### src/rtl/router_fsm.sv
// ============================================================================
// Module      : router_fsm
// Description : Ingress controller for the 1x3 router. Decodes the packet
//               header, steers bytes into one of three FIFOs, back-pressures
//               the source, checks the trailing parity byte and soft-resets
//               any FIFO whose reader has stalled for TIMEOUT cycles.
// Revision    : 1.0 - initial release
// ============================================================================
`default_nettype none

module router_fsm #(
    parameter int TIMEOUT = 30,
    parameter int TO_W    = 5
) (
    input  logic       clock,
    input  logic       reset,
    input  logic       pkt_valid,
    input  logic [7:0] data_in,
    input  logic [2:0] fifo_full,
    input  logic [2:0] fifo_empty,
    input  logic [2:0] read_enb,
    output logic       busy,
    output logic [2:0] write_enb,
    output logic       lfd_state,
    output logic [2:0] soft_reset,
    output logic       parity_err,
    output logic [2:0] vld_out
);

    localparam logic [2:0] c_IDLE         = 3'd0;
    localparam logic [2:0] c_WAIT_EMPTY   = 3'd1;
    localparam logic [2:0] c_LOAD_FIRST   = 3'd2;
    localparam logic [2:0] c_LOAD_DATA    = 3'd3;
    localparam logic [2:0] c_CHECK_PARITY = 3'd4;
    localparam logic [2:0] c_DROP         = 3'd5;

    localparam logic [TO_W-1:0] c_TO_LAST = TO_W'(TIMEOUT - 1);

    logic [2:0] r_state;
    logic [2:0] w_next;
    logic [1:0] r_addr;
    logic [5:0] r_len;
    logic [6:0] r_byte_cnt;
    logic [7:0] r_par_acc;
    logic       r_mism;
    logic       r_parity_err;
    logic [2:0] w_soft_reset;

    logic       w_busy;
    logic [2:0] w_write_enb;
    logic       w_lfd;
    logic       w_accept;

    // One-hot select of the latched destination and of the incoming header's dest;
    // a dest of 3 shifts out to zero, which is harmless because it is never loaded.
    logic [2:0] w_sel;
    logic [2:0] w_hdr_sel;
    logic       w_full;
    logic       w_empty;
    logic       w_hdr_empty;
    logic       w_abort;
    logic       w_last;

    assign w_sel       = 3'b001 << r_addr;
    assign w_hdr_sel   = 3'b001 << data_in[1:0];
    assign w_full      = |(fifo_full & w_sel);
    assign w_empty     = |(fifo_empty & w_sel);
    assign w_hdr_empty = |(fifo_empty & w_hdr_sel);
    assign w_abort     = |(w_soft_reset & w_sel);
    assign w_last      = (r_byte_cnt == {1'b0, r_len});

    // State register.
    always_ff @(posedge clock or posedge reset) begin
        if (reset) r_state <= c_IDLE;
        else       r_state <= w_next;
    end

    // Next-state decode and combinational outputs; a soft-reset abort wins over
    // every other transition of an in-flight packet.
    always_comb begin
        w_next      = r_state;
        w_busy      = 1'b0;
        w_write_enb = 3'b000;
        w_lfd       = 1'b0;
        w_accept    = 1'b0;
        case (r_state)
            c_IDLE: begin
                if (pkt_valid) begin
                    if (data_in[1:0] == 2'b11) w_next = c_DROP;
                    else if (w_hdr_empty)      w_next = c_LOAD_FIRST;
                    else                       w_next = c_WAIT_EMPTY;
                end
            end
            c_WAIT_EMPTY: begin
                w_busy = 1'b1;
                if (w_abort)      w_next = c_DROP;
                else if (w_empty) w_next = c_LOAD_FIRST;
            end
            c_LOAD_FIRST: begin
                w_busy      = 1'b1;
                w_lfd       = 1'b1;
                w_write_enb = w_sel;
                w_next      = w_abort ? c_DROP : c_LOAD_DATA;
            end
            c_LOAD_DATA: begin
                w_busy      = w_full;
                w_accept    = pkt_valid & ~w_full;
                w_write_enb = w_accept ? w_sel : 3'b000;
                if (w_abort)                 w_next = c_DROP;
                else if (w_accept && w_last) w_next = c_CHECK_PARITY;
            end
            c_CHECK_PARITY: begin
                w_busy = 1'b1;
                w_next = c_IDLE;
            end
            c_DROP: begin
                if (!pkt_valid) w_next = c_IDLE;
            end
            default: w_next = c_IDLE;
        endcase
    end

    // Header latch, byte counter, running parity and parity result.
    always_ff @(posedge clock or posedge reset) begin
        if (reset) begin
            r_addr       <= 2'd0;
            r_len        <= 6'd0;
            r_byte_cnt   <= 7'd0;
            r_par_acc    <= 8'd0;
            r_mism       <= 1'b0;
            r_parity_err <= 1'b0;
        end else begin
            case (r_state)
                c_IDLE: begin
                    if (pkt_valid && (data_in[1:0] != 2'b11)) begin
                        r_addr <= data_in[1:0];
                        r_len  <= data_in[7:2];
                    end
                end
                c_LOAD_FIRST: begin
                    if (!w_abort) begin
                        r_par_acc    <= {r_len, r_addr};
                        r_byte_cnt   <= 7'd0;
                        r_parity_err <= 1'b0;
                    end
                end
                c_LOAD_DATA: begin
                    if (!w_abort && w_accept) begin
                        if (!w_last) begin
                            r_par_acc  <= r_par_acc ^ data_in;
                            r_byte_cnt <= r_byte_cnt + 7'd1;
                        end else begin
                            r_mism <= (r_par_acc != data_in);
                        end
                    end
                end
                c_CHECK_PARITY: r_parity_err <= r_mism;
                default: ;
            endcase
        end
    end

    // Per-FIFO reader-stall watchdog producing a one-cycle soft_reset pulse.
    for (genvar gi = 0; gi < 3; gi++) begin : g_timeout
        logic [TO_W-1:0] r_to_cnt;
        logic            r_pulse;
        logic            w_stall;

        assign w_stall = ~fifo_empty[gi] & ~read_enb[gi];

        // Count consecutive stalled cycles; fire and restart on the last one.
        always_ff @(posedge clock or posedge reset) begin
            if (reset) begin
                r_to_cnt <= '0;
                r_pulse  <= 1'b0;
            end else if (w_stall) begin
                if (r_to_cnt == c_TO_LAST) begin
                    r_to_cnt <= '0;
                    r_pulse  <= 1'b1;
                end else begin
                    r_to_cnt <= r_to_cnt + 1'b1;
                    r_pulse  <= 1'b0;
                end
            end else begin
                r_to_cnt <= '0;
                r_pulse  <= 1'b0;
            end
        end

        assign w_soft_reset[gi] = r_pulse;
    end

    assign busy       = w_busy;
    assign write_enb  = w_write_enb;
    assign lfd_state  = w_lfd;
    assign soft_reset = w_soft_reset;
    assign parity_err = r_parity_err;
    assign vld_out    = ~fifo_empty;

endmodule

`default_nettype wire

### config.mk
export PLATFORM = sky130hd
export DESIGN_NAME = router_fsm
export DESIGN_NICKNAME = d
export VERILOG_FILES = /design/src/rtl/router_fsm.sv
export SDC_FILE = /design/constraint.sdc
export NUM_CORES = 1
export LEC_CHECK = 0
export CORE_ASPECT_RATIO = 0.7
export CORE_MARGIN = 3
export CORE_UTILIZATION = 60
export CTS_CLUSTER_DIAMETER = 30
export DETAILED_ROUTE_END_ITERATION = 8
export GPL_ROUTABILITY_DRIVEN = 1
export GPL_TIMING_DRIVEN = 0
export PLACE_DENSITY = 0.91
export SKIP_CTS_REPAIR_TIMING = 1
export SLEW_MARGIN = 20
export SYNTH_ARGS = -nofsm -noshare
export SYNTH_HDL_FRONTEND = slang
export SYNTH_SLANG_ARGS = --single-unit
### constraint.sdc
create_clock -name clock -period 4.6 [get_ports clock]
set_input_delay 0.92 -clock clock [delete_from_list [all_inputs] [get_ports clock]]
set_output_delay 0.92 -clock clock [all_outputs]
set_load 0.02 [all_outputs]
Word level (Yosys, flattened, before mapping):

Index checks and enable logic that the tools add are counted.

* bitwise gates (word level): 17
* $add $sub $neg: 4
* shift operators: 2
* equal/unequal tests: 19
* reduce and logical (&&, ||, !) cells: 17
* muxes and demuxes: 37

Operator list (number)
* 2-to-1 mux 5 bit: 6
* 2-to-1 mux 3 bit: 9
* 2-to-1 mux 8 bit: 3
* 2-to-1 mux 7 bit: 3
* case mux 8 bit (2 select lines): 1
* adder 5 x 1 -> 5 bit (second input constant): 3
* equality test 5 bit (second input constant): 3
* case mux 3 bit (5 select lines): 1
* OR reduction 3 bit: 5
* case mux 7 bit (2 select lines): 1
* AND 3 bit: 4
* inequality test 2 bit (second input constant): 6
* 2-to-1 mux 1 bit: 9
* inequality test 8 bit: 1
* AND reduction 4 bit: 2
* bitwise XOR 8 bit: 1
* adder 7 x 1 -> 7 bit (second input constant): 1
* equality test 7 x 6 -> 1 bit: 1
* inverter 1 bit: 7
* equality test 3 x 2 -> 1 bit (second input constant): 2
* equality test 3 bit (second input constant): 2
* inequality test 3 bit (second input constant): 2
* case mux 3 bit (2 select lines): 1
* left shift 1 x 2 -> 3 bit (first input constant): 2
* 12 further kinds: 20

* bits of input ports: 20
* output and inout port bits: 12
* word-level logic and storage cells: 109
* register bits: 46

Logic depth before layout (Yosys ltp):

Gate-level depths: netlist of run 1.

* word-level depth: 9
* gate-level depth with buffers: 7

Worst setup path after synthesis of run 1:

OpenSTA, ideal clock, no wires.

* path kind: in2out
* from: input fifo_full[2]
* to: output write_enb[1]
* cell stages on the path: 4
* arrival: 2022 ps
* path slack: 1658 ps
* cell sequence: mux2i_1 > o211ai_2 > a21o_1 > nor3b_1

* cells in the longest elaborated chain, start to end: 6

RTL lines
* start, declared: line 19 `input logic [2:0] fifo_full,`
* AND 3 bit: line 66 `assign w_full = |(fifo_full & w_sel);`
* OR reduction 3 bit: line 66
* inverter 1 bit: line 107 `w_accept = pkt_valid & ~w_full;`
* AND 1 bit: line 107
* 2-to-1 mux 3 bit: line 108 `w_write_enb = w_accept ? w_sel : 3'b000;`
* case mux 3 bit (2 select lines): line 86 `case (r_state)`
* end, declared: line 23 `output logic [2:0] write_enb,`

Every way passes these cells.

Worst setup path in the final report of run 1:

* from: input pkt_valid
* to: output write_enb[1]

* cells in the longest elaborated chain, start to end: 3

RTL lines
* start, declared: line 17 `input logic pkt_valid,`
* AND 1 bit: line 107
* 2-to-1 mux 3 bit: line 108
* case mux 3 bit (2 select lines): line 86

Every way passes these cells.

==> results.sh, run 1 <==
export IMPL_rr_startpoint="r_state[0]$_DFFE_PP0P_"
export IMPL_relSlewSlack=0.7067
export IMPL_p_seq_frac=0.366
export IMPL_synthArstFlopShare=1.000
export IMPL_overflow=0
export IMPL_timing_final_crit_share=0.8144
export IMPL_avgViaCountPerCell=6.256
export IMPL_crit_path_cell_trace="clkdlybuf4s50_1, o211ai_2, a21o_1, nor3b_1, clkdlybuf4s50_1"
export IMPL_firstDrtPassIters=4
export IMPL_yosysTopAreaCellShare=0.4366
export IMPL_startpoint_type="input port"
export IMPL_cts_htree_levels=2
export IMPL_ys_flop_type="dfrtp_1"
export IMPL_switchingPower_uw=717.6
export IMPL_yosysSeqAreaShare=0.4366
export IMPL_hpwl_mm=4.380
export IMPL_grt_max_degree=34
export IMPL_skew_ps=6.089
export IMPL_netlist_instances=261
export IMPL_outcome="finished, final reports clean"
export IMPL_clkLatencyLatePin_ps=310
export IMPL_power_switching_share=0.4293
export IMPL_synth_edf_count=0
export IMPL_worstSetupPathType="in2out"
export IMPL_maxSlewViolCount=0
export IMPL_internal_power_uw=954.0
export IMPL_avgRoutedWirePerCell_um=16.93
export IMPL_root_buffer="clkbuf_8"
export IMPL_io_buffers=30
export IMPL_area_growth_pct=18.03
export IMPL_yosysWarnings=0
export IMPL_finalSetupViolations=0
export IMPL_synthTopCellsByCount="46 x dfrtp_1, 23 x nor2_1, 20 x nand3_1"
export IMPL_start_util=0.6485
export IMPL_critPathMaxStageDelay_ps=640
export IMPL_period_minus_slack_ps=3746
export IMPL_grt_pass1_vias=2114
export IMPL_p_leak_nw=1.302
export IMPL_syn_area_per_cell_sq_um=10.10
export IMPL_coreArea_sq_um=4065
export IMPL_ir_drop_v=0.0003649
export IMPL_ff2ff_path_depth=5
export IMPL_pre_cts_slack_ps=839.5
export IMPL_clk_pin_slew_worst_paths_ps=90
export IMPL_drtIter0Drc=188
export IMPL_hold_path_class="reg2reg"
export IMPL_nets=326
export IMPL_crit_arrival_ps=2830
export IMPL_power_density_nw_per_um2=537.2
export IMPL_final_setup_tns_ps=0
export IMPL_synth_area_sq_um=2636
export IMPL_diodes=0
export IMPL_combPwrFrac=0.480
export IMPL_cts_tree="done"
export IMPL_syn_num_nets=288
export IMPL_stdcell_area_sq_um=3112
export IMPL_worstPathMaxFanout=6
export IMPL_dieHeight_um=61.46
export IMPL_synth_most_common_cell="dfrtp_1"
export IMPL_grt_use_total=0.2436
export IMPL_cts_buffer_depth=2
export IMPL_drt_wl_total_mm=5.958
export IMPL_drtAntennaViolNets=0
export IMPL_cp_common_cell="clkdlybuf4s50_1"
export IMPL_slowest_stage="clkdlybuf4s50_1"
export IMPL_min_to="r_mism$_DFFE_PP0P_"
export IMPL_placed_area_sq_um=3022
export IMPL_die_w_um=85.23
export IMPL_regToRegSetupSlack_ps=2620
export IMPL_cts_buffers=5
export IMPL_synth_cell_types=48
export IMPL_rsz0062_at_grt="false"
export IMPL_drive_above_1_share=0.1367
export IMPL_io_pins=32
export IMPL_r2r_end="r_mism$_DFFE_PP0P_"
export IMPL_synth_seq_cells=46
export IMPL_numClockSinks=46
export IMPL_gp_congestion=0.8589
export IMPL_required_ps=3680
export IMPL_fmax_ghz=0.2669
export IMPL_whs_path_depth=1
export IMPL_min_from="r_mism$_DFFE_PP0P_"
export IMPL_rows=19
export IMPL_antenna_found_initial=0
export IMPL_synth_area_top_cells="dfrtp_1 44%, xor2_1 6.3%, nand3_1 3.8%"
export IMPL_clock_power_share=0.154
export IMPL_vias=2202
export IMPL_postLayoutSetupSlackWorst_ps=853.8
export IMPL_die_area_sq_um=5238
export IMPL_max_slew_worst_pin_slew_ps=439.6
export IMPL_grt_pass1_wl_mm=9.825
export IMPL_setup_worst_path_end_class="primary output"
export IMPL_synth_top_area_cell="dfrtp_1"
export IMPL_max_cap_violations=0
export IMPL_drc=0
export IMPL_final_hold_violation_count=0
## cell type report
class,instances,area [sq um]
flip-flops and latches,46,1151
plain buffers,12,86.33
well taps,52,65.06
clock inverters,3,21.27
inverters,12,45.04
multi-input cells,191,1354
fillers,251,953.4
repair buffers,31,320.3
clock buffers,5,68.82
## flip-flops by register name, summed over array words and instances, names as in the netlist
name,count
g_timeout.r_pulse,3
r_state,3
g_timeout.r_to_cnt,15
parity_err,1
r_len,6
r_addr,2
r_byte_cnt,7
r_mism,1
r_par_acc,8
## cell families (layout without fill, tap and decap cells)
group | count (synthesis) | count (layout) | share of synthesized area
fa+ha+maj | 7 | 7 | 0.03322
xor+xnor | 23 | 23 | 0.07641
flops | 46 | 46 | 0.4366
simple gates | 90 | 90 | 0.1884
buf+inv | 24 | 63 | 0.04983
mux | 12 | 12 | 0.05031
compound gates | 59 | 59 | 0.1652
## metal layers
metal	vias up	global-route usage	part of all wire	routed length, um
li1	1020	-	-	-
met1	1087	0.3210	0.43	2582
met2	85	0.4181	0.49	2949
met3	10	0.05615	0.061	365
met4	0	0.06095	0.010	61
met5	-	0	0	0
## critical path, delay by kind of cell
kind                   cells  cell delay (ps)
AOI/OAI and AO/OA          2              490
buffers and inverters      2             1240
and+or+nand+nor            1              170
## power by group through the flow
| stage | clock [mW] | sequential, mW | combinational [mW] |
|---|---|---|---|
| floorplan | 0 | 0.593 | 0.596 |
| global placement | 0 | 0.608 | 0.768 |
| detailed placement | 0 | 0.616 | 0.795 |
| CTS | 0.256 | 0.609 | 0.798 |
| global route | 0.273 | 0.623 | 0.876 |
| finish | 0.257 | 0.612 | 0.803 |
## worst max path at each step
stage,from,slack [ps],end
2_1_floorplan,fifo_full[2],1660,write_enb[1]
3_3_place_gp,fifo_full[2],870,write_enb[1]
3_5_place_dp,fifo_full[2],840,write_enb[1]
4_1_cts,fifo_full[2],840,write_enb[1]
5_1_grt,fifo_full[0],730,write_enb[1]
6_report,pkt_valid,850,write_enb[1]
## layout by cell type, fill, tap and decap left out, drive strengths merged, types with 11 or more instances in the layout
| cell type | instances |
|---|---|
| inv | 11 |
| a21oi | 12 |
| dfrtp | 46 |
| xor2 | 19 |
| o21ai | 14 |
| nor2 | 25 |
| a31oi | 12 |
| buf | 11 |
| clkdlybuf4s50 | 30 |
| nand3 | 20 |
## stage by stage
stage	cells	hold WS (ps)	total power, mW	util
3_5_place_dp	344	473.1	1.411	0.7433
4_1_cts	352	493.5	1.663	0.7655
2_1_floorplan	261	448.4	1.189	-
5_1_grt	352	514.5	1.771	0.7655
3_3_place_gp	343	468.1	1.375	0.7384
6_report	352	489.3	1.672	0.7655
Power figures use the tool's default switching activity.
==> run 2: changes to the inputs <==
- CORE_UTILIZATION: 60 -> 50
- PLACE_DENSITY: 0.91 -> 0.82
- clock period: 4.6 -> 3.2 ns (I/O delays scaled with it)
==> run 2 against run 1 <==
Critical path depth grew 1. Cell count rose by 4.5%. Worst hold slack improved by 8.4 ps. Total power grew 41%. Count of clock-buffer cells in the layout grew 2. Clock power up 29%. Sequential share of layout area decreased by 0.18 points. Via count fell by 2.1%. Flip-flop and latch count is the same. Global-route usage fell by 4.3 points. First-iteration DRC count shrank 15%.
==> results.sh, run 2 (same netlist as run 1, synthesis figures left out) <==
export IMPL_min_from="g_timeout[0].r_to_cnt[0]$_DFF_PP0_"
export IMPL_clock_power_share=0.140
export IMPL_crit_path_cell_trace="clkdlybuf4s50_1, mux2i_1, o211ai_1, a21oi_1, a211oi_1, clkdlybuf4s50_1"
export IMPL_grt_pass1_vias=1997
export IMPL_p_seq_frac=0.371
export IMPL_internal_power_mw=1.367
export IMPL_busiest_layer="met2"
export IMPL_start_util=0.5337
export IMPL_final_hold_violation_count=0
export IMPL_clkLatencyLatePin_ps=300
export IMPL_worstPathMaxFanout=2
export IMPL_power_switching_share=0.4196
export IMPL_grt_use_total=0.2009
export IMPL_grt_use_met2=0.3184
export IMPL_clk_pin_slew_worst_paths_ps=80
export IMPL_reg_top3="g_timeout.r_to_cnt: 15 flops, r_par_acc: 8 flops, r_byte_cnt: 7 flops"
export IMPL_avgViaCountPerCell=5.856
export IMPL_rows=21
export IMPL_maxSlewViolCount=0
export IMPL_regToRegSetupSlack_ps=1200
export IMPL_coreArea_sq_um=4940
export IMPL_hpwl_mm=4.306
export IMPL_relSlewSlack=0.6857
export IMPL_combPwrFrac=0.489
export IMPL_critPathMaxStageDelay_ps=650
export IMPL_finalSetupViolations=0
export IMPL_cts_htree_levels=2
export IMPL_overflow=0
export IMPL_max_slew_worst_pin_slew_ps=465.6
export IMPL_power_density_nw_per_um2=753.2
export IMPL_ff2ff_path_depth=7
export IMPL_whs_path_depth=1
export IMPL_setup_worst_path_end_class="primary output"
export IMPL_gp_congestion=0.8742
export IMPL_final_setup_tns_ps=0
export IMPL_r2r_end="r_par_acc[0]$_DFFE_PP0P_"
export IMPL_p_leak_nw=1.350
export IMPL_power_mw=2.355
export IMPL_required_ps=2560
export IMPL_grt_max_degree=35
export IMPL_numClockSinks=46
export IMPL_mostFrequentLayoutCell="dfrtp_1"
export IMPL_met3_usage=0.04289
export IMPL_period_minus_slack_ps=2956
export IMPL_crit_arrival_ps=2320
export IMPL_drc=0
export IMPL_io_buffers=30
export IMPL_hold_path_class="reg2reg"
export IMPL_startpoint_type="input port"
export IMPL_layout_common_cells="46 x dfrtp_1, 27 x clkdlybuf4s50_1, 23 x nor2_1"
export IMPL_cts_buffers=5
export IMPL_ir_drop_v=0.0003096
export IMPL_crit_start="fifo_full[0]"
export IMPL_dieHeight_um=66.75
export IMPL_io_pins=32
export IMPL_firstDrtPassIters=5
export IMPL_avgRoutedWirePerCell_um=15.65
export IMPL_vias=2155
export IMPL_hold_ws_ps=497.7
export IMPL_die_w_um=92.79
export IMPL_max_cap_violations=0
export IMPL_switchingPower_uw=988.2
export IMPL_outcome="finished, final reports clean"
export IMPL_min_to="g_timeout[0].r_to_cnt[0]$_DFF_PP0_"
export IMPL_critPathTopFamily="buffers and inverters"
export IMPL_antenna_found_initial=0
export IMPL_cts_buffer_depth=2
export IMPL_largest_register_ff_count=15
export IMPL_timing_final_crit_share=0.9238
export IMPL_area_growth_pct=18.60
export IMPL_cp_common_cell="clkdlybuf4s50_1"
export IMPL_drive_above_1_share=0.1271
export IMPL_nets=326
export IMPL_fmax_ghz=0.3383
export IMPL_slowest_stage="clkdlybuf4s50_1"
export IMPL_drt_wl_total_mm=5.760
export IMPL_top_register="g_timeout.r_to_cnt"
export IMPL_crit_buf_inv=2
export IMPL_grt_pass1_wl_mm=9.708
export IMPL_use_met1=0.2753
export IMPL_rsz0062_at_grt="false"
export IMPL_cts_tree="done"
export IMPL_skew_ps=6.080
export IMPL_drtAntennaViolNets=0
export IMPL_fillCellCount=424
export IMPL_diodes=0
export IMPL_worstSetupPathType="in2out"
export IMPL_drtIter0Drc=160
export IMPL_die_area_sq_um=6194
export IMPL_rr_startpoint="r_state[0]$_DFFE_PP0P_"
export IMPL_root_buffer="clkbuf_8"
-- run 2: worst max-delay path by stage --
stage / depth (start not counted) / slack (ps) / to
after floorplan: 4 / 820 / write_enb[1]
after global placement: 5 / 5 / write_enb[1]
after detailed placement: 6 / -40 / write_enb[1]
after CTS: 6 / -50 / write_enb[1]
after global routing: 6 / 120 / busy
final: 6 / 240 / busy
-- run 2: power by group through the flow --
| stage | Sequential, mW | Clock (mW) | Combinational, mW |
|---|---|---|---|
| final | 0.873 | 0.331 | 1.15 |
| after global routing | 0.890 | 0.363 | 1.27 |
| after CTS | 0.870 | 0.339 | 1.15 |
| after detailed placement | 0.880 | 0 | 1.14 |
| after global placement | 0.874 | 0 | 1.11 |
| after floorplan | 0.852 | 0 | 0.857 |
-- run 2: through the flow --
stage | worst slack, ps | utilization | instance area (sq um) | instances
2_1_floorplan | 817.8 | - | 2636 | 261
3_3_place_gp | 4.712 | 0.6120 | 3023 | 360
3_5_place_dp | -42.20 | 0.6160 | 3043 | 361
4_1_cts | -47.61 | 0.6315 | 3119 | 368
5_1_grt | 121.6 | 0.6330 | 3127 | 368
6_report | 243.9 | 0.6330 | 3127 | 368
-- run 2: layer usage --
layer  share of wire  wire length, um
met5               0                0
met4           0.014               78
met3           0.060              344
met2            0.46             2628
met1            0.47             2708
-- run 2: final cells by class --
type	instances	area (sq um)	area share
multi-input combinational	191	1354	0.4330
sequential	46	1151	0.3681
timing repair buffer	31	327.8	0.1048
buffer	12	86.33	0.02761
tap	69	86.33	0.02761
clock buffer	7	76.32	0.02441
inverter	12	45.04	0.01441
